==> src/rtl/svfloat_itof_pipe.sv <==
// Three-stage integer to float converter, round to nearest even.
// Valid/ready on both sides; S1 sign/magnitude, S2 normalize, S3 round/pack.
module svfloat_msb #(
  parameter int width = 32,
  parameter int msb_w = $clog2(width)
) (
  input  logic [width-1:0] mag,
  output logic [msb_w-1:0] msb
);
  always_comb begin
    msb = '0;
    for (int i = 0; i < width; i++) begin
      if (mag[i]) msb = msb_w'(i);
    end
  end
endmodule

module svfloat_itof_pipe #(
  parameter int width     = 32,
  parameter int exp_w     = 8,
  parameter int man_w     = 23,
  parameter bit signed_in = 1'b1
) (
  input  logic                     clk,
  input  logic                     rst,
  input  logic                     in_valid,
  output logic                     in_ready,
  input  logic [width-1:0]         in_data,
  output logic                     out_valid,
  input  logic                     out_ready,
  output logic [exp_w+man_w:0]     out_data,
  output logic                     out_inexact
);
  localparam int msb_w = $clog2(width);
  localparam int ex_w  = ((exp_w > msb_w) ? exp_w : msb_w) + 2;
  localparam int xw    = width + man_w;
  localparam logic [ex_w-1:0] bias = ex_w'((2 ** (exp_w - 1)) - 1);
  localparam logic [ex_w-1:0] emax = ex_w'((2 ** exp_w) - 1);

  typedef struct packed {
    logic             sign;
    logic             zero;
    logic [width-1:0] mag;
  } s1_t;

  typedef struct packed {
    logic             sign;
    logic             zero;
    logic [msb_w-1:0] msb;
    logic [width-1:0] norm;
  } s2_t;

  logic v1, v2, v3;
  logic ld1, ld2, ld3;
  logic acc;
  s1_t  s1, s1_d;
  s2_t  s2, s2_d;

  assign out_valid = v3;
  assign ld3 = !v3 || out_ready;
  assign ld2 = !v2 || ld3;
  assign ld1 = !v1 || ld2;
  assign in_ready = !rst && ld1;
  assign acc = in_valid && in_ready;

  always_ff @(posedge clk) begin
    if (rst) begin
      v1 <= 1'b0;
      v2 <= 1'b0;
      v3 <= 1'b0;
    end else begin
      if (ld1) v1 <= acc;
      if (ld2) v2 <= v1;
      if (ld3) v3 <= v2;
    end
  end

  // S1: two's complement magnitude; the most negative value stays unsigned
  always_comb begin
    s1_d.sign = signed_in && in_data[width-1];
    s1_d.mag  = s1_d.sign ? (~in_data + 1'b1) : in_data;
    s1_d.zero = (s1_d.mag == '0);
  end

  logic [msb_w-1:0] msb;
  logic [msb_w-1:0] shamt;

  svfloat_msb #(.width(width), .msb_w(msb_w)) u_msb (
    .mag (s1.mag),
    .msb (msb)
  );

  assign shamt = msb_w'(width - 1) - msb;

  always_comb begin
    s2_d.sign = s1.sign;
    s2_d.zero = s1.zero;
    s2_d.msb  = msb;
    s2_d.norm = s1.mag << shamt;
  end

  // S3: fraction below the leading one, zero padded so the window always fits
  logic [xw-1:0]          ext;
  logic [man_w-1:0]       mant;
  logic                   guard;
  logic                   sticky;
  logic                   rnd;
  logic [man_w:0]         mant_r;
  logic [ex_w-1:0]        ex;
  logic                   ovf;
  logic [exp_w+man_w:0]   res;
  logic                   res_x;

  always_comb begin
    ext    = {s2.norm[width-2:0], {(man_w + 1){1'b0}}};
    mant   = ext[xw-1 -: man_w];
    guard  = ext[xw-1-man_w];
    sticky = |ext[xw-2-man_w:0];
    rnd    = guard && (sticky || mant[0]);
    mant_r = {1'b0, mant} + (man_w + 1)'(rnd);
    ex     = bias + ex_w'(s2.msb) + ex_w'(mant_r[man_w]);
    ovf    = (ex >= emax);
    res    = {s2.sign, ex[exp_w-1:0], mant_r[man_w-1:0]};
    res_x  = guard || sticky;
    if (s2.zero) begin
      res   = '0;
      res_x = 1'b0;
    end else if (ovf) begin
      res   = {s2.sign, {exp_w{1'b1}}, {man_w{1'b0}}};
      res_x = 1'b1;
    end
  end

  always_ff @(posedge clk) begin
    if (acc) s1 <= s1_d;
    if (ld2 && v1) s2 <= s2_d;
  end

  always_ff @(posedge clk) begin
    if (rst) begin
      out_data    <= '0;
      out_inexact <= 1'b0;
    end else if (ld3 && v2) begin
      out_data    <= res;
      out_inexact <= res_x;
    end
  end
endmodule

==> config.mk <==
export PLATFORM = sky130hd
export DESIGN_NAME = svfloat_itof_pipe
export DESIGN_NICKNAME = d
export VERILOG_FILES = /design/src/rtl/svfloat_itof_pipe.sv
export SDC_FILE = /design/constraint.sdc
export NUM_CORES = 1
export LEC_CHECK = 0
export ABC_CLOCK_PERIOD_IN_PS = 3800
export BUFFER_PORTS_ARGS = -buffer_cell sky130_fd_sc_hd__clkbuf_2
export CORE_ASPECT_RATIO = 0.75
export CORE_MARGIN = 2
export CORE_UTILIZATION = 42
export DETAILED_ROUTE_END_ITERATION = 10
export PLACE_DENSITY_LB_ADDON = 0.12
export SKIP_LAST_GASP = 1
export SLEW_MARGIN = 30
export SYNTH_ARGS = -nofsm -noshare
export SYNTH_HDL_FRONTEND = slang
export SYNTH_SLANG_ARGS = --single-unit
==> constraint.sdc <==
create_clock -name clk -period 3.8 [get_ports clk]
set_input_delay 0.76 -clock clk [delete_from_list [all_inputs] [get_ports clk]]
set_output_delay 0.76 -clock clk [all_outputs]
set_load 0.005 [all_outputs]
Word level (Yosys, flattened, before mapping)

Cells that the tools add are included.

Flip-flop bits (word level): 108
Latch bits: 0
RAM bits: 0
Bits in read-only memories: 0
Input bits: 36
Output and inout port bits: 35
Word-level logic and storage cells: 72
Memories kept: 0

$add $sub $neg: 5
$mul: 0
Divide/modulo/power cells: 0
Magnitude comparators: 1
Equal/unequal tests: 0
Shift-type cells: 1
Mux-type cells: 36
Bitwise operators: 1
Reductions and logical operators: 16

Operators by type and width:

| cell                                                                  | count |
|---|---|
| 5-bit two-way mux                                                     | 16 |
| 32-bit two-way mux                                                    | 2 |
| 32-bit by 1-bit adder with 32-bit output, second input constant       | 1 |
| 32-bit logical NOT                                                    | 1 |
| 4-bit two-way mux                                                     | 8 |
| 32-bit inverter                                                       | 1 |
| 32-bit by 5-bit left shift with 31-bit output                         | 1 |
| 31-bit two-way mux                                                    | 1 |
| 23-bit by 1-bit adder with 24-bit output                              | 1 |
| 3-bit two-way mux                                                     | 4 |
| 8-bit by 1-bit adder with 9-bit output                                | 1 |
| 9-bit by 8-bit >= comparator with 1-bit output, second input constant | 1 |
| 7-bit by 5-bit adder with 8-bit output, first input constant          | 1 |
| 7-bit OR reduction                                                    | 1 |
| 1-bit logical AND                                                     | 5 |
| 1-bit logical OR                                                      | 5 |
| 5-bit subtractor, first input constant                                | 1 |
| 1-bit logical NOT                                                     | 4 |
| 2-bit two-way mux                                                     | 2 |
| 1-bit two-way mux                                                     | 3 |

Depth between registers and ports, before layout

Depth after elaboration: 33
Gate-level depth with buffers: 14
Depth with buffers taken out: 14

By module

Synthesis repeated with hierarchy kept, for this count alone.

Cell total of the unflattened synthesis: 686
Area, all modules: 6691.4 um^2

By module, submodules not included:

| module            | instances | cells an instance | area each (um^2) | sequential area each (um^2) |
|---|---|---|---|---|
| svfloat_itof_pipe | 1         | 626               | 6338.6           | 2882.8 |
| svfloat_msb       | 1         | 60                | 352.8            | 0.0 |

Worst setup path before layout

No wires, ideal clock.

Kind: input to register
From: in in_data[8]
To: reg s1[32] (netlist bit), data pin
Setup time: 0.170 ns
Arrival time: 3.020 ns
Data required time: 3.630 ns
Slack: 0.610 ns
Cell stages on the path: 8
Buffers on the path: 0
Path through: or4_4 > nor4_4 > nand4b_2 > or3_4 > o21ai_2 > xnor2_1 > or4b_1 > nor4_2

RTL lines:

| what                 | line | source |
|---|---|---|
| from (decl)          | 28   | `input logic [width-1:0] in_data,` |
| to (signal assigned) | 135  | `if (acc) s1 <= s1_d;` |
| to (decl)            | 56   | `s1_t s1, s1_d;` |

==> results.sh <==
export IMPL_synth_top_cell_by_area="edfxtp_1"
export IMPL_timing_rr_start="s1[14]"
export IMPL_drt_pass1_iter_count=5
export IMPL_antenna_diode_count=0
export IMPL_fmax_mhz=281
export IMPL_max_cap_viol_count=0
export IMPL_start_util_pct=43.2
export IMPL_status="completed"
export IMPL_io_pin_count=71
export IMPL_crit_share_post_route_pct=93.5
export IMPL_worstRegToRegCells=10
export IMPL_pin_count_of_the_biggest_net_entering_global_routing=38
export IMPL_yosys_area_top_type_share_pct=32.8
export IMPL_startpoint="s1[14]"
export IMPL_post_synth_cell_area_avg_um2=9.71
export IMPL_mappedNetlistNets=720
export IMPL_grt_pass1_wl_um=29900
export IMPL_layout_setup_ws_ns=0.247
export IMPL_grt_use_met3_pct=4.51
export IMPL_clock_power_share_pct=31.5
export IMPL_gr_usage_met1_pct=37.4
export IMPL_synth_seq_area_share_pct=43.7
export IMPL_drt_wirelength_per_cell_um=19.6
export IMPL_crit_fanout=18
export IMPL_final_min_clock_period_ns=3.55
export IMPL_worst_hold_slack_ns=0.428
export IMPL_mapped_cells=679
export IMPL_io_buffers=70
export IMPL_place_ws_ns=0.178
export IMPL_report_power_total_w=0.00281
export IMPL_areaGrowthSynthToFinish_pct=16.1
export IMPL_total_switching_power_w=0.000811
export IMPL_gp_congestion=0.939
export IMPL_crit_chain="or3_1 -> a221oi_1 -> o21a_1 -> o211ai_1 -> inv_2 -> buf_4 -> mux2i_1 -> mux2i_1 -> mux2i_1 -> o211ai_1"
export IMPL_clock_sinks=108
export IMPL_finalNetCount=805
export IMPL_top_cells_by_area_in_the_synthesized_netlist="edfxtp_1, dfxtp_1, mux2i_1, xnor2_1, nor2_1"
export IMPL_critPathKind="reg2reg"
export IMPL_most_crowded_layer_after_global_routing="met1"
export IMPL_finalSetupViolCount=0
export IMPL_first_global_vias=5223
export IMPL_slowest_stage_cell_cp="edfxtp_1"
export IMPL_gr_usage_met2_pct=31.8
export IMPL_timing_max_slew_rel_slack_pct=51.0
export IMPL_post_cts_repair_setup_buffers=0
export IMPL_sequential_group_share_of_total_power_pct=49.9
export IMPL_worstPathRequired_ns=3.83
export IMPL_hold_class="reg2reg"
export IMPL_globalRoute_totalOverflow=0
export IMPL_path_clk_slew_ns=0.07
export IMPL_synth_most_common_cell="nor2_1"
export IMPL_remaining_drc_errors=0
export IMPL_post_synthesis_async_set_or_reset_flop_share_pct=0
export IMPL_total_die_area_mm2=0.0167
export IMPL_chipHeight_um=113
export IMPL_crit_end="ext[49]"
export IMPL_post_synth_instance_area_mm2=0.00659
export IMPL_cp_common_cell="mux2i_1"
export IMPL_p_leak_nw=2.86
export IMPL_via_count=5766
export IMPL_cts_hold_repair_buffers=0
export IMPL_fin_skew_ns=0.00972
export IMPL_drive_gt1_share_pct=18.2
export IMPL_power_report_internal_total_w=0.00200
export IMPL_critical_path_startpoint_type="flop"
export IMPL_power_per_cell_area_mw_per_mm2=368
export IMPL_maxSlewViolCount=0
export IMPL_clock_tree_root_cell="clkbuf_16"
export IMPL_core_rowCount=39
export IMPL_drt_iter0_markers=530
export IMPL_drtAntennaViolNets=0
export IMPL_synth_enable_flop_cells=72
export IMPL_ir_drop_worst_vdd_uv=214
export IMPL_synth_lib_cells_used_distinct=69
export IMPL_source_to_sink_clock_delay_at_the_later_pin_of_the_worst_skew_pair_ns=0.36
export IMPL_setup_worst_path_end_class="flop"
export IMPL_synth_top_cells_by_count="nor2_1, edfxtp_1, xnor2_1"
export IMPL_timing_final_hold_violations=0
export IMPL_place_hpwl_um=15100
export IMPL_rr_endpoint="ext[49]"
export IMPL_tns_ns=0
export IMPL_rsz0062_at_grt="false"
export IMPL_max_stage_delay_ns=0.52
export IMPL_max_buffers_root_to_sink=2
export IMPL_initial_antenna_violation_count=0
export IMPL_core_mm2=0.0153
export IMPL_worst_pin_slew_ns=0.733
export IMPL_groute_usage_overall_pct=23.3
export IMPL_final_wirelength_um=19100
export IMPL_power_share_combinational_pct=18.6
export IMPL_tritoncts="done"
export IMPL_synth_ff_latch_count=108
export IMPL_synth_warnings=0
export IMPL_drt_vias_per_instance=5.92
export IMPL_tritoncts_num_buffers=9
export IMPL_dieWidth_um=149
export IMPL_postSynth_topFlopCell="edfxtp_1"
export IMPL_worst_endpoint_arrival_ns=3.58
export IMPL_htree_num_levels=3
export IMPL_setup_reg_to_reg_worst_slack_ns=0.25
export IMPL_switching_fraction_pct=28.8
export IMPL_utilization_pct=50.1
## how the worst min path moves through the flow
stage	from	to	slack (ns)	cells past startpoint
floorplan	s1[32]	s2[37]	0.40	0
global placement	s1[33]	s2[38]	0.41	0
detailed placement	s1[32]	s2[37]	0.41	0
CTS	s1[32]	s2[37]	0.43	0
global route	s1[32]	s2[37]	0.42	0
finish	s1[32]	s2[37]	0.43	0
## metal layers
| layer | vias to the layer above | wire (µm) |
|---|---|---|
| met5 | - | 0 |
| met4 | 0 | 200 |
| met3 | 15 | 1390 |
| met2 | 200 | 7520 |
| met1 | 2760 | 9990 |
| li1 | 2791 | - |
## flip-flops by register name, summed over array words and instances (netlist names)
signal / count
s1: 34
out_inexact: 1
out_data: 32
s2: 7
ext: 31
v2: 1
v1: 1
out_valid: 1
## critical path: cells and delay by family (launching register included)
family	cells	cell delay, ns
AOI/OAI and AO/OA	4	0.94
DFF	1	0.52
muxes	3	0.80
and+or+nand+nor	1	0.40
buffers and inverters	2	0.57
## cells in the final DEF, fill, tap and decap left out, types with 25 or more instances in the layout
master    Yosys  routed
buf_4         0      36
nor2_1       79      79
dfxtp_1      36      36
a211oi_1     25      25
a21oi_1      31      31
mux2i_1      36      36
nand2_1      32      32
clkbuf_2      0      71
edfxtp_1     72      72
xnor2_1      40      40
## cell families after synthesis
group | Yosys count | synth area share (%)
buffers and inverters | 56 | 3.30
flip-flops | 108 | 43.7
multiplexers | 40 | 6.83
AO/OA/AOI/OAI | 189 | 20.3
adder cells (fa/ha/maj) | 5 | 0.949
XOR/XNOR | 52 | 6.91
AND/OR/NAND/NOR | 229 | 18.0
## power by group through the flow
stage	Clock [W]	Sequential [W]	Combinational, W
after floorplan	0	0.00141	0.000322
after global placement	0	0.00143	0.000510
after detailed placement	0	0.00143	0.000514
after CTS	0.000912	0.00140	0.000517
after global routing	0.000962	0.00141	0.000569
final	0.000885	0.00140	0.000523
## metrics by stage
step / instance area (µm²) / std cells
after floorplan: 6590 / 679
after global placement: 7350 / 957
after detailed placement: 7380 / 958
after CTS: 7650 / 974
after global routing: 7650 / 974
final: 7650 / 974
## timing repair
item                                    4_1_cts  5_1_grt
gates resized for setup                       0        1
endpoints found under the hold margin         0        0
endpoints found under the setup margin        0        1
## layout make-up
class | count | area [µm²]
clock buffer | 11 | 234
fill | 1441 | 7620
timing repair buffer | 107 | 648
tap | 205 | 256
clock inverter | 5 | 41.3
multi-input combinational | 515 | 3500
sequential | 108 | 2880
inverter | 23 | 86.3
(Power assumes the default switching activity.)
